[config.mk]
export PLATFORM = sky130hd
export DESIGN_NAME = uart_tx_fifo_ctrl_flat
export DESIGN_NICKNAME = d
export VERILOG_FILES = /design/src/rtl/uart_tx_fifo_ctrl_if.sv /design/src/rtl/uart_tx_fifo_ctrl.sv /design/src/flat_wrapper.sv
export SDC_FILE = /design/constraint.sdc
export NUM_CORES = 1
export LEC_CHECK = 0
export ABC_CLOCK_PERIOD_IN_PS = 5000
export CORE_MARGIN = 2
export CORE_UTILIZATION = 41
export DETAILED_ROUTE_END_ITERATION = 6
export GPL_TIMING_DRIVEN = 0
export PLACE_DENSITY = 0.68
export SLEW_MARGIN = 30
export SYNTH_ARGS = -nofsm -noshare
export SYNTH_HDL_FRONTEND = slang
export SYNTH_SLANG_ARGS = --single-unit
export TNS_END_PERCENT = 5
[constraint.sdc]
create_clock -name clk -period 5 [get_ports clk]
set_input_delay 1 -clock clk [delete_from_list [all_inputs] [get_ports clk]]
set_output_delay 1 -clock clk [all_outputs]
set_load 0.01 [all_outputs]
[src/rtl/uart_tx_fifo_ctrl_if.sv]
// Signal bundle between the TX FIFO controller and its CPU write port, BRAM and uart_tx.
// The controller connects through the slave modport; the surrounding system uses master.
interface uart_tx_fifo_ctrl_if #(
    parameter int unsigned DEPTH_LOG2 = 9
);
    logic                  wr_valid;
    logic [7:0]            wr_data;
    logic                  wr_ready;
    logic                  flush;
    logic [DEPTH_LOG2-1:0] tx_fifo_wa;
    logic [7:0]            tx_fifo_wd;
    logic                  tx_fifo_wen;
    logic [DEPTH_LOG2-1:0] tx_fifo_ra;
    logic [7:0]            tx_fifo_rd;
    logic [7:0]            tx_data;
    logic                  tx_start;
    logic                  tx_busy;
    logic [DEPTH_LOG2:0]   count;
    logic                  empty;
    logic                  full;

    modport master (
        output wr_valid, wr_data, flush, tx_fifo_rd, tx_busy,
        input  wr_ready, tx_fifo_wa, tx_fifo_wd, tx_fifo_wen, tx_fifo_ra,
        input  tx_data, tx_start, count, empty, full
    );

    modport slave (
        input  wr_valid, wr_data, flush, tx_fifo_rd, tx_busy,
        output wr_ready, tx_fifo_wa, tx_fifo_wd, tx_fifo_wen, tx_fifo_ra,
        output tx_data, tx_start, count, empty, full
    );
endinterface

[src/rtl/uart_tx_fifo_ctrl.sv]
// UART transmit FIFO controller: circular buffer in external 1-cycle-latency BRAM,
// occupancy count as the only full/empty source, start/busy handshake to uart_tx.
module uart_tx_fifo_ctrl #(
    parameter int unsigned DEPTH_LOG2 = 9
) (
    input  logic             clk,
    input  logic             reset_n,
    uart_tx_fifo_ctrl_if.slave bus
);

    typedef enum logic [2:0] {
        IDLE,
        READ,
        LATCH,
        WAIT_BUSY,
        WAIT_DONE
    } state_t;

    localparam logic [DEPTH_LOG2:0]   DEPTH   = {1'b1, {DEPTH_LOG2{1'b0}}};
    localparam logic [DEPTH_LOG2-1:0] PTR_ONE = {{(DEPTH_LOG2-1){1'b0}}, 1'b1};
    localparam logic [DEPTH_LOG2:0]   CNT_ONE = {{DEPTH_LOG2{1'b0}}, 1'b1};

    state_t                state, state_nxt;
    logic [DEPTH_LOG2-1:0] wr_ptr, rd_ptr;
    logic [DEPTH_LOG2:0]   count_q;
    logic                  wr_accept;
    logic                  pop;

    assign bus.full       = (count_q == DEPTH);
    assign bus.empty      = (count_q == '0);
    assign bus.wr_ready   = !bus.full && !bus.flush;
    assign bus.count      = count_q;
    assign bus.tx_fifo_ra = rd_ptr;
    assign wr_accept      = bus.wr_valid && bus.wr_ready;

    always_ff @(posedge clk or negedge reset_n) begin
        if (!reset_n) state <= IDLE;
        else          state <= state_nxt;
    end

    // READ is a dead cycle so a read never overlaps the BRAM commit of the same slot.
    always_comb begin
        state_nxt = state;
        if (bus.flush) begin
            state_nxt = IDLE;
        end else begin
            case (state)
                IDLE:      if (count_q != '0 && !bus.tx_busy) state_nxt = READ;
                READ:      state_nxt = LATCH;
                LATCH:     state_nxt = WAIT_BUSY;
                WAIT_BUSY: if (bus.tx_busy) state_nxt = WAIT_DONE;
                WAIT_DONE: if (!bus.tx_busy) state_nxt = IDLE;
                default:   state_nxt = IDLE;
            endcase
        end
    end

    always_comb begin
        pop = 1'b0;
        if (state == LATCH && !bus.flush) pop = 1'b1;
    end

    always_ff @(posedge clk or negedge reset_n) begin
        if (!reset_n) begin
            wr_ptr          <= '0;
            rd_ptr          <= '0;
            count_q         <= '0;
            bus.tx_fifo_wa  <= '0;
            bus.tx_fifo_wd  <= '0;
            bus.tx_fifo_wen <= 1'b0;
            bus.tx_data     <= '0;
            bus.tx_start    <= 1'b0;
        end else begin
            bus.tx_fifo_wen <= wr_accept;
            bus.tx_start    <= pop;
            if (wr_accept) begin
                bus.tx_fifo_wa <= wr_ptr;
                bus.tx_fifo_wd <= bus.wr_data;
                wr_ptr         <= wr_ptr + PTR_ONE;
            end
            if (pop) begin
                bus.tx_data <= bus.tx_fifo_rd;
                rd_ptr      <= rd_ptr + PTR_ONE;
            end
            if (bus.flush) begin
                wr_ptr  <= '0;
                rd_ptr  <= '0;
                count_q <= '0;
            end else begin
                case ({wr_accept, pop})
                    2'b10:   count_q <= count_q + CNT_ONE;
                    2'b01:   count_q <= count_q - CNT_ONE;
                    default: count_q <= count_q;
                endcase
            end
        end
    end

endmodule
[src/flat_wrapper.sv]
// flat-port wrapper written by rule: the top's interface ports become plain ports
module uart_tx_fifo_ctrl_flat 
#(
    parameter int unsigned DEPTH_LOG2 = 9
)
  (clk, reset_n, bus_wr_valid, bus_wr_data, bus_flush, bus_tx_fifo_rd, bus_tx_busy, bus_wr_ready, bus_tx_fifo_wa, bus_tx_fifo_wd, bus_tx_fifo_wen, bus_tx_fifo_ra, bus_tx_data, bus_tx_start, bus_count, bus_empty, bus_full);
  uart_tx_fifo_ctrl_if #(.DEPTH_LOG2(DEPTH_LOG2)) bus_i ();
  input  logic clk;
  input  logic reset_n;
  input wire logic [$bits(bus_i.wr_valid)-1:0] bus_wr_valid;
  input wire logic [$bits(bus_i.wr_data)-1:0] bus_wr_data;
  input wire logic [$bits(bus_i.flush)-1:0] bus_flush;
  input wire logic [$bits(bus_i.tx_fifo_rd)-1:0] bus_tx_fifo_rd;
  input wire logic [$bits(bus_i.tx_busy)-1:0] bus_tx_busy;
  output wire logic [$bits(bus_i.wr_ready)-1:0] bus_wr_ready;
  output wire logic [$bits(bus_i.tx_fifo_wa)-1:0] bus_tx_fifo_wa;
  output wire logic [$bits(bus_i.tx_fifo_wd)-1:0] bus_tx_fifo_wd;
  output wire logic [$bits(bus_i.tx_fifo_wen)-1:0] bus_tx_fifo_wen;
  output wire logic [$bits(bus_i.tx_fifo_ra)-1:0] bus_tx_fifo_ra;
  output wire logic [$bits(bus_i.tx_data)-1:0] bus_tx_data;
  output wire logic [$bits(bus_i.tx_start)-1:0] bus_tx_start;
  output wire logic [$bits(bus_i.count)-1:0] bus_count;
  output wire logic [$bits(bus_i.empty)-1:0] bus_empty;
  output wire logic [$bits(bus_i.full)-1:0] bus_full;
  assign bus_i.wr_valid = bus_wr_valid;
  assign bus_i.wr_data = bus_wr_data;
  assign bus_i.flush = bus_flush;
  assign bus_i.tx_fifo_rd = bus_tx_fifo_rd;
  assign bus_i.tx_busy = bus_tx_busy;
  assign bus_wr_ready = bus_i.wr_ready;
  assign bus_tx_fifo_wa = bus_i.tx_fifo_wa;
  assign bus_tx_fifo_wd = bus_i.tx_fifo_wd;
  assign bus_tx_fifo_wen = bus_i.tx_fifo_wen;
  assign bus_tx_fifo_ra = bus_i.tx_fifo_ra;
  assign bus_tx_data = bus_i.tx_data;
  assign bus_tx_start = bus_i.tx_start;
  assign bus_count = bus_i.count;
  assign bus_empty = bus_i.empty;
  assign bus_full = bus_i.full;
  uart_tx_fifo_ctrl #(.DEPTH_LOG2(DEPTH_LOG2)) u_core (.clk(clk), .reset_n(reset_n), .bus(bus_i));
endmodule
After elaboration in Yosys (flattened, before gate mapping)
Index checks and enable logic that the tools add are counted.
{"block": "op_classes", "n_addsub": 4, "eq_ne": 10, "muxes": 12, "reduce_logical": 14}
{"operator": "9-bit 2-to-1 mux", "n": 4}
{"operator": "10-bit one-hot mux with 2 select lines", "n": 1}
{"operator": "9-bit by 1-bit adder with 9-bit output, second input constant", "n": 2}
{"operator": "3-bit one-hot mux with 5 select lines", "n": 1}
{"operator": "3-bit 2-to-1 mux", "n": 4}
{"operator": "10-bit by 1-bit adder with 10-bit output, second input constant", "n": 1}
{"operator": "10-bit == test, second input constant", "n": 1}
{"operator": "10-bit zero test", "n": 1}
{"operator": "10-bit 2-to-1 mux", "n": 1}
{"operator": "10-bit nonzero test", "n": 1}
{"operator": "10-bit by 1-bit subtractor with 10-bit output, second input constant", "n": 1}
{"operator": "3-bit by 2-bit == test with 1-bit output, second input constant", "n": 2}
{"operator": "3-bit inequality test, second input constant", "n": 2}
{"operator": "1-bit logical AND", "n": 4}
{"operator": "2-bit nonzero test", "n": 2}
{"operator": "3-bit by 1-bit == test with 1-bit output, second input constant", "n": 1}
{"operator": "3-bit == test, second input constant", "n": 1}
{"operator": "1-bit zero test", "n": 3}
{"operator": "3-bit zero test", "n": 1}
{"operator": "3-bit by 2-bit inequality test with 1-bit output, second input constant", "n": 1}
{"operator": "3-bit AND reduction", "n": 1}
{"operator": "3-bit nonzero test", "n": 1}
{"operator": "2-bit by 1-bit == test with 1-bit output, second input constant", "n": 1}
{"operator": "2-bit == test, second input constant", "n": 1}
{"operator": "1-bit 2-to-1 mux", "n": 1}
{"block": "word_totals", "reg_bits": 58, "input_bits": 21, "out_inout_bits": 49}

Depth between registers and ports, before layout
{"block": "logic_depth", "ltp_word": 7, "depth_mapped": 13, "depth_no_buf": 11}

Least setup slack after synthesis
OpenSTA, ideal clock, no wires.
{"block": "synth_timing", "path_type": "in2reg", "startpoint": "input port bus_flush", "endpoint": "register u_core.count_q[7], in the netlist u_core.bus.count[7]", "setup_time_ps": 124, "t_arrival_ps": 3334, "t_required_ps": 4876, "setup_slack_ps": 1542, "stages": 13, "path_buffers": 2, "path_cell_list": "clkbuf_1 nor2_1 nand3b_1 inv_1 clkbuf_1 o21ai_0 inv_1 ha_1 a21oi_1 nand2_1 nor2_1 mux2i_1 o31a_1"}
{"block": "synth_via", "elab_chain_len": 6}
{"item": "from (decl)", "line_no": "flat_wrapper.sv:12", "source": "input wire logic [$bits(bus_i.flush)-1:0] bus_flush;"}
{"item": "1-bit zero test (*)", "line_no": "uart_tx_fifo_ctrl.sv:60", "source": "if (state == LATCH && !bus.flush) pop = 1'b1;"}
{"item": "1-bit logical AND (*)", "line_no": "uart_tx_fifo_ctrl.sv:60"}
{"item": "1-bit 2-to-1 mux (*)", "line_no": "uart_tx_fifo_ctrl.sv:60"}
{"item": "net u_core.pop", "line_no": "uart_tx_fifo_ctrl.sv:27", "source": "logic pop;"}
{"item": "2-bit by 1-bit == test with 1-bit output / 2-bit == test (equally long branches)", "line_no": "uart_tx_fifo_ctrl.sv:90", "source": "case ({wr_accept, pop})"}
{"item": "10-bit one-hot mux with 2 select lines", "line_no": "uart_tx_fifo_ctrl.sv:90"}
{"item": "10-bit 2-to-1 mux", "line_no": "uart_tx_fifo_ctrl.sv:85", "source": "if (bus.flush) begin"}
{"item": "to (signal assigned)", "line_no": "uart_tx_fifo_ctrl.sv:91", "source": "2'b10: count_q <= count_q + CNT_ONE;"}
{"item": "to (signal assigned)", "line_no": "uart_tx_fifo_ctrl.sv:92", "source": "2'b01: count_q <= count_q - CNT_ONE;"}
{"item": "to (signal assigned)", "line_no": "uart_tx_fifo_ctrl.sv:93", "source": "default: count_q <= count_q;"}
{"item": "to (decl)", "line_no": "uart_tx_fifo_ctrl.sv:25", "source": "logic [DEPTH_LOG2:0] count_q;"}
The timed path passes the listed nets; every way through them passes the cells marked *.
A chain may end at the register's enable or synchronous reset.

Worst setup path after layout
{"block": "layout_timing", "startpoint": "input port bus_flush", "endpoint": "register u_core.count_q[9], in the netlist u_core.bus.count[9]"}
The elaborated chain is that of the path after synthesis.

==> results.md <==
- # DRC: 0
- YS warnings: 0
- RSZ-0062 raised after global routing: no
- Power Dens Cells: 449.2 mW/mm^2
- Final hold violation count: 0
- Initial core utilization: 42.30%
- Synth Instances: 258
- Crit start category: primary input
- Io pins: 70
- Area growth from synthesis to layout: 36.44%
- Max-slew headroom: 56.34%
- R2R depth: 12
- GP Congestion: 0.8592
- Hold Path Class: register to register
- Core Area: 0.006794 sq mm
- Worst-Skew Late Latency: 0.33 ns
- Die W: 87.73 microns
- Mapped Avg Cell Area: 11.14 sq um
- Post-Route Skew: 0.006450 ns
- Pins over their slew limit: 0
- Total die area: 0.007696 sq mm
- Area occupied by multi-input gates: 0.001346 sq mm
- Num Clock Sinks: 58
- Vert. Die Dim: 87.73 microns
- Total grt overflow: 0
- Top FF cell, synth: dfrtp_1
- Vias in the first global route: 2151
- DRT Wirelength: 6109 microns
- Slowest Stage Delay on Critical Path: 0.47 ns
- Num CTS Buffers: 9
- Setup crit end kind: register
- R2R Setup Slk: 1.54 ns
- Initial antenna violation count: 0
- DR WL/cell: 13.92 microns
- Vias: 2219
- I/O Buffers: 68
- Sequential area share after synthesis: 50.50%
- Vias per cell: 5.055
- Setup violations, final: 0
- Hold path start: u_core.bus.tx_data[0]
- N_diodes: 0
- Largest net degree at the start of global routing: 32
- Critical path class: primary input to register
- Share of post-route cells with drive strength above 1: 16.03%
- Hold Path Stages: 1
- Synth async-reset ratio: 100.0%
- Crit-path slowest cell: clkbuf_1
- Setup TNS: 0 ns
- R2R Path End: u_core.bus.count[9]
- DR iter-0 viols: 82
- RR Startpoint: u_core.state[2]
- Status: completed
- Register Area: 0.001451 sq mm
- #FFs+latches synth: 58
- ANT nets after route: 0
- Final clock period utilization by the worst path: 77.65%
- Synth Net Count: 290
- Least-Margin Pin Slew: 0.6549 ns
- Util after Layout: 57.72%
- Nets: 370
- TritonRoute pass-1 iters: 4
- Arr. time, crit path: 4.10 ns
- Cell Area, Synth: 0.002874 sq mm
- Final min period: 3.883 ns
- Critical path cell sequence: clkbuf_1, nor2_1, nand3b_1, inv_1, clkbuf_1, o21ai_0, inv_1, ha_1, a21oi_1, nand2_1, o2111ai_1, a21oi_1, mux2_2
- Max Cap Viol: 0
- DPL Wire Length: 4368 microns
- Dpl cells: 423
- Lkg Pwr: 1.668 nW
- Total power: 1.761 mW
- FILL cells: 568
- CP max FO: 10
- Synth unique cells: 48
- CTS tree: done
- Non-Filler Instances: 439
- EDFF count, synth: 0
- Clk slew on worst S/H paths: 0.07 ns
- Worst IR drop on VDD: 0.0002871 V
- GRT Resource Usage Total: 16.94%
- Hold worst-path end: u_core.bus.tx_data[0]
- Critical Path RT: 5.21 ns
- # hold bufs at CTS: 0
- First-pass GRT wire length: 10090 microns
- FP Rows: 30
- FMAX: 0.2576 GHz
- H-tree levels: 3
- Root buf cell: clkbuf_8
- Post-CTS Resized: 0
- Max clock buf depth: 2
- Post-CTS setup buffers: 0
## power by group
group	total (mW)	leakage, nW	switching [mW]	internal, mW
Clock	0.496	0.117	0.188	0.308
Sequential	0.651	0.765	0.0911	0.560
Combinational	0.614	0.786	0.274	0.339
Total	1.76	1.67	0.554	1.21
## cell usage in the layout (no fill, tap or decap), types with 2 or more instances in the layout
cell | Yosys | routed
a21oi_1 | 8 | 8
a31o_2 | 2 | 2
a31oi_1 | 3 | 3
and3_1 | 3 | 3
bufinv_16 | 0 | 2
clkbuf_1 | 5 | 6
clkbuf_8 | 0 | 11
clkdlybuf4s50_1 | 0 | 67
dfrtp_1 | 58 | 58
ha_1 | 10 | 10
inv_1 | 10 | 10
mux2_2 | 26 | 26
mux2i_1 | 2 | 2
nand2_1 | 11 | 11
nand3_1 | 15 | 15
nand3b_1 | 2 | 2
nand4_1 | 4 | 4
nor2_1 | 26 | 26
nor2b_1 | 2 | 2
nor3_1 | 6 | 6
o21a_1 | 2 | 2
o21ai_0 | 9 | 9
o21ai_1 | 7 | 7
or3_1 | 3 | 3
xnor2_1 | 9 | 9
xor2_1 | 10 | 10
## final cells by class
cell class,instances,area share [%]
clock inverters,4,1.883
clock buffers,12,3.957
well taps,96,3.063
flip-flops and latches,58,37.01
repair buffers,69,17.80
multi-input cells,182,34.33
inverters,10,0.9572
plain buffers,8,0.9892
## metrics by stage
stage	cell area (sq um)	hold slack [ns]	worst slack [ns]
floorplan	2874	0.5011	1.542
finish	3921	0.5065	1.117
CTS	3921	0.5098	1.123
detailed placement	3692	0.4951	0.7756
global route	3921	0.5248	0.8034
global placement	3675	0.4872	0.8455
## Yosys cell counts (2+ instances only)
master | instances | area [sq um]
inv_1 | 10 | 37.54
o21a_1 | 2 | 15.01
nor3_1 | 6 | 30.03
clkbuf_1 | 5 | 18.77
a21oi_1 | 8 | 40.04
mux2_2 | 26 | 292.8
dfrtp_1 | 58 | 1451
a31o_2 | 2 | 17.52
ha_1 | 10 | 125.1
xor2_1 | 10 | 87.58
nor2b_1 | 2 | 12.51
nand3b_1 | 2 | 15.01
nand3_1 | 15 | 75.07
or3_1 | 3 | 18.77
o21ai_1 | 7 | 35.03
mux2i_1 | 2 | 20.02
o21ai_0 | 9 | 45.04
xnor2_1 | 9 | 78.83
a31oi_1 | 3 | 18.77
nand4_1 | 4 | 25.02
and3_1 | 3 | 18.77
nand2_1 | 11 | 41.29
nor2_1 | 26 | 97.59
## cells by family after synthesis
logic type	synth area share (%)
and+or+nand+nor	14.58
xor gates and xnor gates	5.790
adders and majority gates	5.050
AOI/OAI and AO/OA	10.06
buffers and inverters	2.656
DFF	50.50
muxes	11.36
## state kept, by name, indices dropped and copies added, names as in the netlist
signal / cells
u_core.wr_ptr: 9
u_core.bus.tx_fifo_wa: 9
u_core.bus.count: 10
u_core.bus.tx_fifo_ra: 9
u_core.state: 3
u_core.bus.tx_start: 1
u_core.bus.tx_fifo_wd: 8
u_core.bus.tx_fifo_wen: 1
u_core.bus.tx_data: 8
## worst max-delay path: cells and delay by family
family | cells | cell delay (ns)
adders and majority gates | 1 | 0.35
muxes | 1 | 0.27
buffers and inverters | 4 | 1.12
AOI/OAI and AO/OA | 4 | 0.93
and+or+nand+nor | 3 | 0.41
## worst max-delay path by stage
stage,start,depth (start not counted),slack [ns],to
after CTS,bus_flush,13,1.12,u_core.bus.count[9]
final,bus_flush,13,1.12,u_core.bus.count[9]
after detailed placement,bus_flush,13,0.78,u_core.bus.count[9]
after global routing,bus_flush,13,0.80,u_core.bus.count[9]
after floorplan,bus_flush,13,1.54,u_core.bus.count[7]
after global placement,bus_flush,13,0.85,u_core.bus.count[9]
## metal layers
layer  GRT usage, %  routed length, microns  share of wire, %  vias to the layer above
met5              0                       0                 0                        -
met4          7.413                     102               1.7                        0
met3          4.995                     450               7.4                        9
met2          25.90                    2741                45                       68
met1          22.40                    2816                46                     1063
li1               -                       -                 -                     1079
No activity file was read; power rests on OpenSTA's default activity.
